===== src/rtl/btn_cond_pkg.sv =====
// Shared types and defaults for the push-button conditioner.
// Debouncer state codes are Gray-ordered so that the level is simply bit 1.
package btn_cond_pkg;

    localparam int DEBOUNCE_CYCLES_DEF = 500000;
    localparam int CNT_W_DEF           = 20;

    typedef enum logic [1:0] {
        S_LOW  = 2'b00,
        S_RISE = 2'b01,
        S_HIGH = 2'b11,
        S_FALL = 2'b10
    } db_state_e;

    function automatic logic level_of(input db_state_e st);
        return st[1];
    endfunction

endpackage


===== src/rtl/btn_cond_if.sv =====
// Bundle of the conditioner's control inputs, raw buttons and clean outputs.
interface btn_cond_if;
    logic enable;
    logic tick;
    logic ini_raw;
    logic up_raw;
    logic ini;
    logic up;

    modport master (output enable, output tick, output ini_raw, output up_raw,
                    input ini, input up);
    modport slave  (input enable, input tick, input ini_raw, input up_raw,
                    output ini, output up);
endinterface


===== src/rtl/btn_cond_debounce_fsm.sv =====
// Two-flop synchroniser followed by a four-state debouncer with a stability window.
// Outputs are next-state decodes so the parent register adds no extra latency.
module btn_cond_debounce_fsm
    import btn_cond_pkg::*;
#(
    parameter int DEBOUNCE_CYCLES = DEBOUNCE_CYCLES_DEF,
    parameter int CNT_W           = CNT_W_DEF
) (
    input  logic clock,
    input  logic reset,
    input  logic enable,
    input  logic raw,
    output logic level_next,
    output logic rise
);

    localparam logic [CNT_W-1:0] CNT_LAST = CNT_W'(DEBOUNCE_CYCLES - 1);
    localparam logic [CNT_W-1:0] CNT_ZERO = {CNT_W{1'b0}};
    localparam logic [CNT_W-1:0] CNT_ONE  = CNT_W'(1);

    logic             s1_r;
    logic             s2_r;
    db_state_e        state_r;
    db_state_e        state_next_s;
    logic [CNT_W-1:0] cnt_r;
    logic [CNT_W-1:0] cnt_next_s;
    logic             rise_s;

    // Synchroniser runs regardless of enable; it only guards against metastability.
    always_ff @(posedge clock or negedge reset) begin
        if (!reset) begin
            s1_r <= 1'b0;
            s2_r <= 1'b0;
        end else begin
            s1_r <= raw;
            s2_r <= s1_r;
        end
    end

    // Debouncer state and window counter.
    always_ff @(posedge clock or negedge reset) begin
        if (!reset) begin
            state_r <= S_LOW;
            cnt_r   <= CNT_ZERO;
        end else begin
            state_r <= state_next_s;
            cnt_r   <= cnt_next_s;
        end
    end

    // Next-state logic: a bounce inside a window restarts it from zero.
    always_comb begin
        state_next_s = state_r;
        cnt_next_s   = cnt_r;
        rise_s       = 1'b0;
        if (enable) begin
            case (state_r)
                S_LOW: begin
                    if (s2_r) begin
                        state_next_s = S_RISE;
                        cnt_next_s   = CNT_ZERO;
                    end else begin
                        state_next_s = S_LOW;
                    end
                end
                S_RISE: begin
                    if (!s2_r) begin
                        state_next_s = S_LOW;
                        cnt_next_s   = CNT_ZERO;
                    end else if (cnt_r == CNT_LAST) begin
                        state_next_s = S_HIGH;
                        rise_s       = 1'b1;
                    end else begin
                        cnt_next_s   = cnt_r + CNT_ONE;
                    end
                end
                S_HIGH: begin
                    if (!s2_r) begin
                        state_next_s = S_FALL;
                        cnt_next_s   = CNT_ZERO;
                    end else begin
                        state_next_s = S_HIGH;
                    end
                end
                S_FALL: begin
                    if (s2_r) begin
                        state_next_s = S_HIGH;
                        cnt_next_s   = CNT_ZERO;
                    end else if (cnt_r == CNT_LAST) begin
                        state_next_s = S_LOW;
                    end else begin
                        cnt_next_s   = cnt_r + CNT_ONE;
                    end
                end
                default: begin
                    state_next_s = S_LOW;
                    cnt_next_s   = CNT_ZERO;
                end
            endcase
        end else begin
            state_next_s = state_r;
            cnt_next_s   = cnt_r;
        end
    end

    assign level_next = level_of(state_next_s);
    assign rise       = rise_s;

endmodule


===== src/rtl/btn_cond.sv =====
// Button conditioner: debounced up level, and ini as a press event held pending
// until the next slow-clock tick so the strobe-enabled state register cannot miss it.
module btn_cond
    import btn_cond_pkg::*;
#(
    parameter int DEBOUNCE_CYCLES = DEBOUNCE_CYCLES_DEF,
    parameter int CNT_W           = CNT_W_DEF
) (
    input  logic clock,
    input  logic reset,
    btn_cond_if.slave bus
);

    logic ini_level_next_s;
    logic ini_rise_s;
    logic up_level_next_s;
    logic up_rise_s;
    logic ini_r;
    logic up_r;

    btn_cond_debounce_fsm #(
        .DEBOUNCE_CYCLES (DEBOUNCE_CYCLES),
        .CNT_W           (CNT_W)
    ) u_db_ini (
        .clock      (clock),
        .reset      (reset),
        .enable     (bus.enable),
        .raw        (bus.ini_raw),
        .level_next (ini_level_next_s),
        .rise       (ini_rise_s)
    );

    btn_cond_debounce_fsm #(
        .DEBOUNCE_CYCLES (DEBOUNCE_CYCLES),
        .CNT_W           (CNT_W)
    ) u_db_up (
        .clock      (clock),
        .reset      (reset),
        .enable     (bus.enable),
        .raw        (bus.up_raw),
        .level_next (up_level_next_s),
        .rise       (up_rise_s)
    );

    // A new commit wins over a simultaneous tick; ticks are ignored while frozen.
    always_ff @(posedge clock or negedge reset) begin
        if (!reset) begin
            ini_r <= 1'b0;
            up_r  <= 1'b0;
        end else if (bus.enable) begin
            ini_r <= ini_rise_s | (ini_r & ~bus.tick);
            up_r  <= up_level_next_s;
        end else begin
            ini_r <= ini_r;
            up_r  <= up_r;
        end
    end

    assign bus.ini = ini_r;
    assign bus.up  = up_r;

endmodule


===== src/flat_wrapper.sv =====
// flat-port wrapper written by rule: the top's interface ports become plain ports
module btn_cond_flat import btn_cond_pkg::*;
#(
    parameter int DEBOUNCE_CYCLES = DEBOUNCE_CYCLES_DEF,
    parameter int CNT_W           = CNT_W_DEF
)
  (clock, reset, bus_enable, bus_tick, bus_ini_raw, bus_up_raw, bus_ini, bus_up);
  btn_cond_if bus_i ();
  input  logic clock;
  input  logic reset;
  input wire logic [$bits(bus_i.enable)-1:0] bus_enable;
  input wire logic [$bits(bus_i.tick)-1:0] bus_tick;
  input wire logic [$bits(bus_i.ini_raw)-1:0] bus_ini_raw;
  input wire logic [$bits(bus_i.up_raw)-1:0] bus_up_raw;
  output wire logic [$bits(bus_i.ini)-1:0] bus_ini;
  output wire logic [$bits(bus_i.up)-1:0] bus_up;
  assign bus_i.enable = bus_enable;
  assign bus_i.tick = bus_tick;
  assign bus_i.ini_raw = bus_ini_raw;
  assign bus_i.up_raw = bus_up_raw;
  assign bus_ini = bus_i.ini;
  assign bus_up = bus_i.up;
  btn_cond #(.DEBOUNCE_CYCLES(DEBOUNCE_CYCLES), .CNT_W(CNT_W)) u_core (.clock(clock), .reset(reset), .bus(bus_i));
endmodule

===== config.mk =====
export PLATFORM = sky130hd
export DESIGN_NAME = btn_cond_flat
export DESIGN_NICKNAME = d
export VERILOG_FILES = /design/src/rtl/btn_cond_pkg.sv /design/src/rtl/btn_cond_if.sv /design/src/rtl/btn_cond_debounce_fsm.sv /design/src/rtl/btn_cond.sv /design/src/flat_wrapper.sv
export SDC_FILE = /design/constraint.sdc
export NUM_CORES = 1
export LEC_CHECK = 0
export CORE_MARGIN = 5
export CORE_UTILIZATION = 62
export CTS_CLUSTER_DIAMETER = 30
export CTS_CLUSTER_SIZE = 40
export DETAILED_ROUTE_END_ITERATION = 8
export PLACE_DENSITY = 0.8
export SYNTH_ARGS = -nofsm -noshare
export SYNTH_HDL_FRONTEND = slang
export SYNTH_HIERARCHICAL = 1
export SYNTH_SLANG_ARGS = --single-unit

===== constraint.sdc =====
create_clock -name clock -period 2.5 [get_ports clock]
set_input_delay 0.375 -clock clock [delete_from_list [all_inputs] [get_ports clock]]
set_output_delay 0.375 -clock clock [all_outputs]
set_load 0.05 [all_outputs]

==> insert_results.sql <==
INSERT INTO impl_metrics (metric_group, metric, value, unit) VALUES
('critical_path', 'critPathMaxFanout', '7', ''),
('critical_path', 'crit_path_max_incr_delay', '0.56', 'ns'),
('power_and_ir_drop', 'pwr_density_cell', '530', 'mW/mm^2'),
('cells_and_area', 'drive_gt1_share', '10.8', '%'),
('floorplan', 'die_x', '78.9', 'microns'),
('route', 'wirelength', '6.16', 'mm'),
('clock_tree', 'cts_root_buffer', 'sky130_fd_sc_hd__clkbuf_8', ''),
('placement', 'place.port_buffers', '7', ''),
('clock_tree', 'clock-sinks', '50', ''),
('clock_tree', 'clock_latency', '0.30', 'ns'),
('sta', 'worst_slew_pin_slew', '0.581', 'ns'),
('cells_and_area', 'insertedDiodeCount', '0', ''),
('route', 'final_antenna_net_count', '0', ''),
('sta', 'post-route-min-period', '2.23', 'ns'),
('route', 'drt-pass1-iter-count', '5', ''),
('power_and_ir_drop', 'worst_ir_drop_vdd', '437', 'uV'),
('power_and_ir_drop', 'leakage', '1.33', 'nW'),
('sta', 'finalHoldViolCount', '0', ''),
('floorplan', 'boundaryPins', '8', ''),
('grt', 'grt_start_max_net_pins', '38', ''),
('clock_tree', 'post_cts_resized', '0', ''),
('logic_synthesis', 'syn_area', '0.00295', 'sq mm'),
('grt', 'grt_pass1_wl', '11.2', 'mm'),
('logic_synthesis', 'mappedNetlistNets', '329', ''),
('cells_and_area', 'final-instance-count-excl-fill', '386', ''),
('critical_path', 'worstSetupStartpointType', 'flip-flop', ''),
('hold_path', 'worst_min_path_class', 'flip-flop to flip-flop', ''),
('cells_and_area', 'layout.filler_cells', '382', ''),
('floorplan', 'fp.dieArea', '0.00623', 'sq mm'),
('cells_and_area', 'syn_to_final_growth', '9.90', '%'),
('sta', 'final_cycle_share', '89.1', '%'),
('floorplan', 'dieHeight', '78.9', 'microns'),
('logic_synthesis', 'syn_area_per_cell', '9.41', 'sq um'),
('sta', 'drv_slew', '0', ''),
('sta', 'timing.final.ws_setup', '0.271', 'ns'),
('critical_path', 'crit_chain', 'or4b_4, nor3_1, nand2_1, a31oi_1, o22ai_1, mux2_4', ''),
('sta', 'grt_setup_unrepaired', 'false', ''),
('floorplan', 'initial_utilization', '63.2', '%'),
('clock_tree', 'cts-root-to-sink-buffers', '2', ''),
('sta', 'finClkSkew', '0.0104', 'ns'),
('clock_tree', 'cts.clk_slew.worst_paths', '0.08', 'ns'),
('floorplan', 'row_count', '25', ''),
('cells_and_area', 'final-seq-area', '0.00125', 'sq mm'),
('route', 'dr_total_vias', '2475', ''),
('cells_and_area', 'design.final.nets', '347', ''),
('critical_path', 'worst-endpoint-arrival', '2.42', 'ns'),
('critical_path', 'worst_setup_path_class', 'flip-flop to flip-flop', ''),
('sta', 'relative_slew_slack', '61.2', '%'),
('placement', 'post-dp-hpwl', '4.45', 'mm'),
('placement', 'preCtsSetupSlack', '0.288', 'ns'),
('critical_path', 'crit_path_top_delay_cell', 'sky130_fd_sc_hd__or4b_4', ''),
('placement', 'place_congestion', '0.910', ''),
('sta', 'maxClockFrequency', '0.449', 'GHz'),
('logic_synthesis', 'yosysWarningCount', '6', ''),
('grt', 'grt_use_total', '22.2', '%'),
('route', 'drt_drc_violations_left', '0', ''),
('grt', 'antenna_violations_before_repair', '0', ''),
('run_status', 'status', 'complete, no violations', ''),
('clock_tree', 'cts-buffers-inserted', '5', ''),
('grt', 'grt-ovfl-total', '0', ''),
('cells_and_area', 'multi_input_area', '0.00159', 'sq mm'),
('job', 'cap_viol_max_count', '0', ''),
('route', 'route.detailed.wl_per_inst', '16.0', 'microns'),
('sta', 'totalNegativeSetupSlack', '0', 'ns'),
('sta', 'setup_viol', '0', ''),
('grt', 'first_global_vias', '2395', ''),
('clock_tree', 'h_tree_depth', '2', ''),
('sta', 'hold_slack', '0.366', 'ns'),
('route', 'routed_vias_inst', '6.41', ''),
('critical_path', 'cp_data_required_time', '2.69', 'ns'),
('logic_synthesis', 'syn_inst', '313', ''),
('floorplan', 'core_region_area', '0.00466', 'sq mm'),
('placement', 'placedCellCount', '377', ''),
('critical_path', 'timing.critical_path.to_type', 'flip-flop', ''),
('route', 'detailedRoute.firstIterationViolations', '268', ''),
('clock_tree', 'tritoncts', 'done', '');
[routing by layer]
| metal | wire length [microns] | GRT usage, % | up-vias | share of wire (%) |
|---|---|---|---|---|
| met3 | 339 | 3.85 | 16 | 5.5 |
| met5 | 0 | 0 | - | 0 |
| met2 | 2690 | 32.9 | 88 | 44 |
| met1 | 3000 | 32.5 | 1162 | 49 |
| li1 | - | - | 1209 | - |
| met4 | 129 | 8.76 | 0 | 2.1 |
[cell usage in the layout (no fill, tap or decap), types with 2 or more instances in the layout]
master / count
sky130_fd_sc_hd__nand3_1: 14
sky130_fd_sc_hd__or4b_1: 2
sky130_fd_sc_hd__mux2i_1: 6
sky130_fd_sc_hd__a211oi_1: 8
sky130_fd_sc_hd__nor2_1: 22
sky130_fd_sc_hd__a31oi_1: 6
sky130_fd_sc_hd__o211ai_1: 6
sky130_fd_sc_hd__nand2b_1: 2
sky130_fd_sc_hd__nand2_1: 23
sky130_fd_sc_hd__or4_1: 6
sky130_fd_sc_hd__a32o_1: 2
sky130_fd_sc_hd__o31ai_1: 6
sky130_fd_sc_hd__nand4_1: 14
sky130_fd_sc_hd__nor4b_2: 2
sky130_fd_sc_hd__nor2_2: 4
sky130_fd_sc_hd__ha_1: 10
sky130_fd_sc_hd__nor4b_1: 2
sky130_fd_sc_hd__a211o_1: 2
sky130_fd_sc_hd__nor3b_1: 2
sky130_fd_sc_hd__xor2_1: 8
sky130_fd_sc_hd__o21ai_4: 2
sky130_fd_sc_hd__and4_1: 5
sky130_fd_sc_hd__dfrtp_1: 50
sky130_fd_sc_hd__xnor2_1: 10
sky130_fd_sc_hd__a21oi_1: 12
sky130_fd_sc_hd__or3_1: 6
sky130_fd_sc_hd__and2_1: 4
sky130_fd_sc_hd__inv_1: 8
sky130_fd_sc_hd__nor3_1: 8
sky130_fd_sc_hd__or4b_4: 2
sky130_fd_sc_hd__o2111ai_1: 2
sky130_fd_sc_hd__o22ai_1: 2
sky130_fd_sc_hd__nand3b_1: 2
sky130_fd_sc_hd__nor2b_1: 2
sky130_fd_sc_hd__o21ai_0: 26
sky130_fd_sc_hd__buf_4: 17
sky130_fd_sc_hd__clkdlybuf4s50_1: 6
sky130_fd_sc_hd__and3_1: 4
sky130_fd_sc_hd__clkbuf_8: 6
sky130_fd_sc_hd__nor4_1: 5
[flip-flops by register name, summed over array words and instances, names as in the netlist]
register / count
u_core/u_db_up/s1_r: 1
u_core/bus.ini: 1
u_core/u_db_up/s2_r: 1
u_core/u_db_up/cnt_r: 20
u_core/u_db_ini/s2_r: 1
u_core/bus.up: 1
u_core/u_db_up/state_r: 2
u_core/u_db_ini/state_r: 2
u_core/u_db_ini/s1_r: 1
u_core/u_db_ini/cnt_r: 20
[through the flow]
step           util (%)  cell area [sq um]  total power [mW]
2_1_floorplan         -               2950              1.15
3_3_place_gp       67.3               3140              1.24
3_5_place_dp       67.3               3140              1.26
4_1_cts            69.4               3240              1.73
5_1_grt            69.4               3240              1.83
6_report           69.4               3240              1.71
[critical path, delay by kind of cell (launching register included)]
family / cells / cell delay (ns)
mux: 1 / 0.27
compound gates: 2 / 0.38
flops: 1 / 0.46
simple gates: 3 / 1.01
[power breakdown]
part	leakage [nW]	total [mW]	internal (mW)	switching [mW]
Clock	0.0482	0.474	0.224	0.250
Sequential	0.683	0.910	0.857	0.0530
Combinational	0.602	0.330	0.129	0.201
[final cells by class]
class	count	share of cell area, %
multi-input cells	241	49.2
well taps	54	2.09
repair buffers	25	6.26
clock inverters	1	0.155
inverters	8	0.928
clock buffers	7	2.67
flip-flops and latches	50	38.7
[timing repair]
action / 4_1_cts / 5_1_grt
endpoints found under the hold margin: 13 / 0
buffers inserted: 0 / 0
hold buffers: 1 / 0
[worst paths after layout]
kind	from	to	slack, ns	cells after the start
worst max-delay path	u_core/u_db_up/cnt_r[5]	u_core/bus.up	0.27	6
max in group asynchronous	reset	u_core/u_db_ini/cnt_r[8]	1.26	3
worst max register to register	u_core/u_db_up/cnt_r[5]	u_core/bus.up	0.27	6
min in group asynchronous	reset	u_core/u_db_up/cnt_r[12]	0.48	2
worst min register to register	u_core/u_db_up/s1_r	u_core/u_db_up/s2_r	0.37	0
worst min-delay path	u_core/u_db_up/s1_r	u_core/u_db_up/s2_r	0.37	0
(Power assumes the default switching activity.)
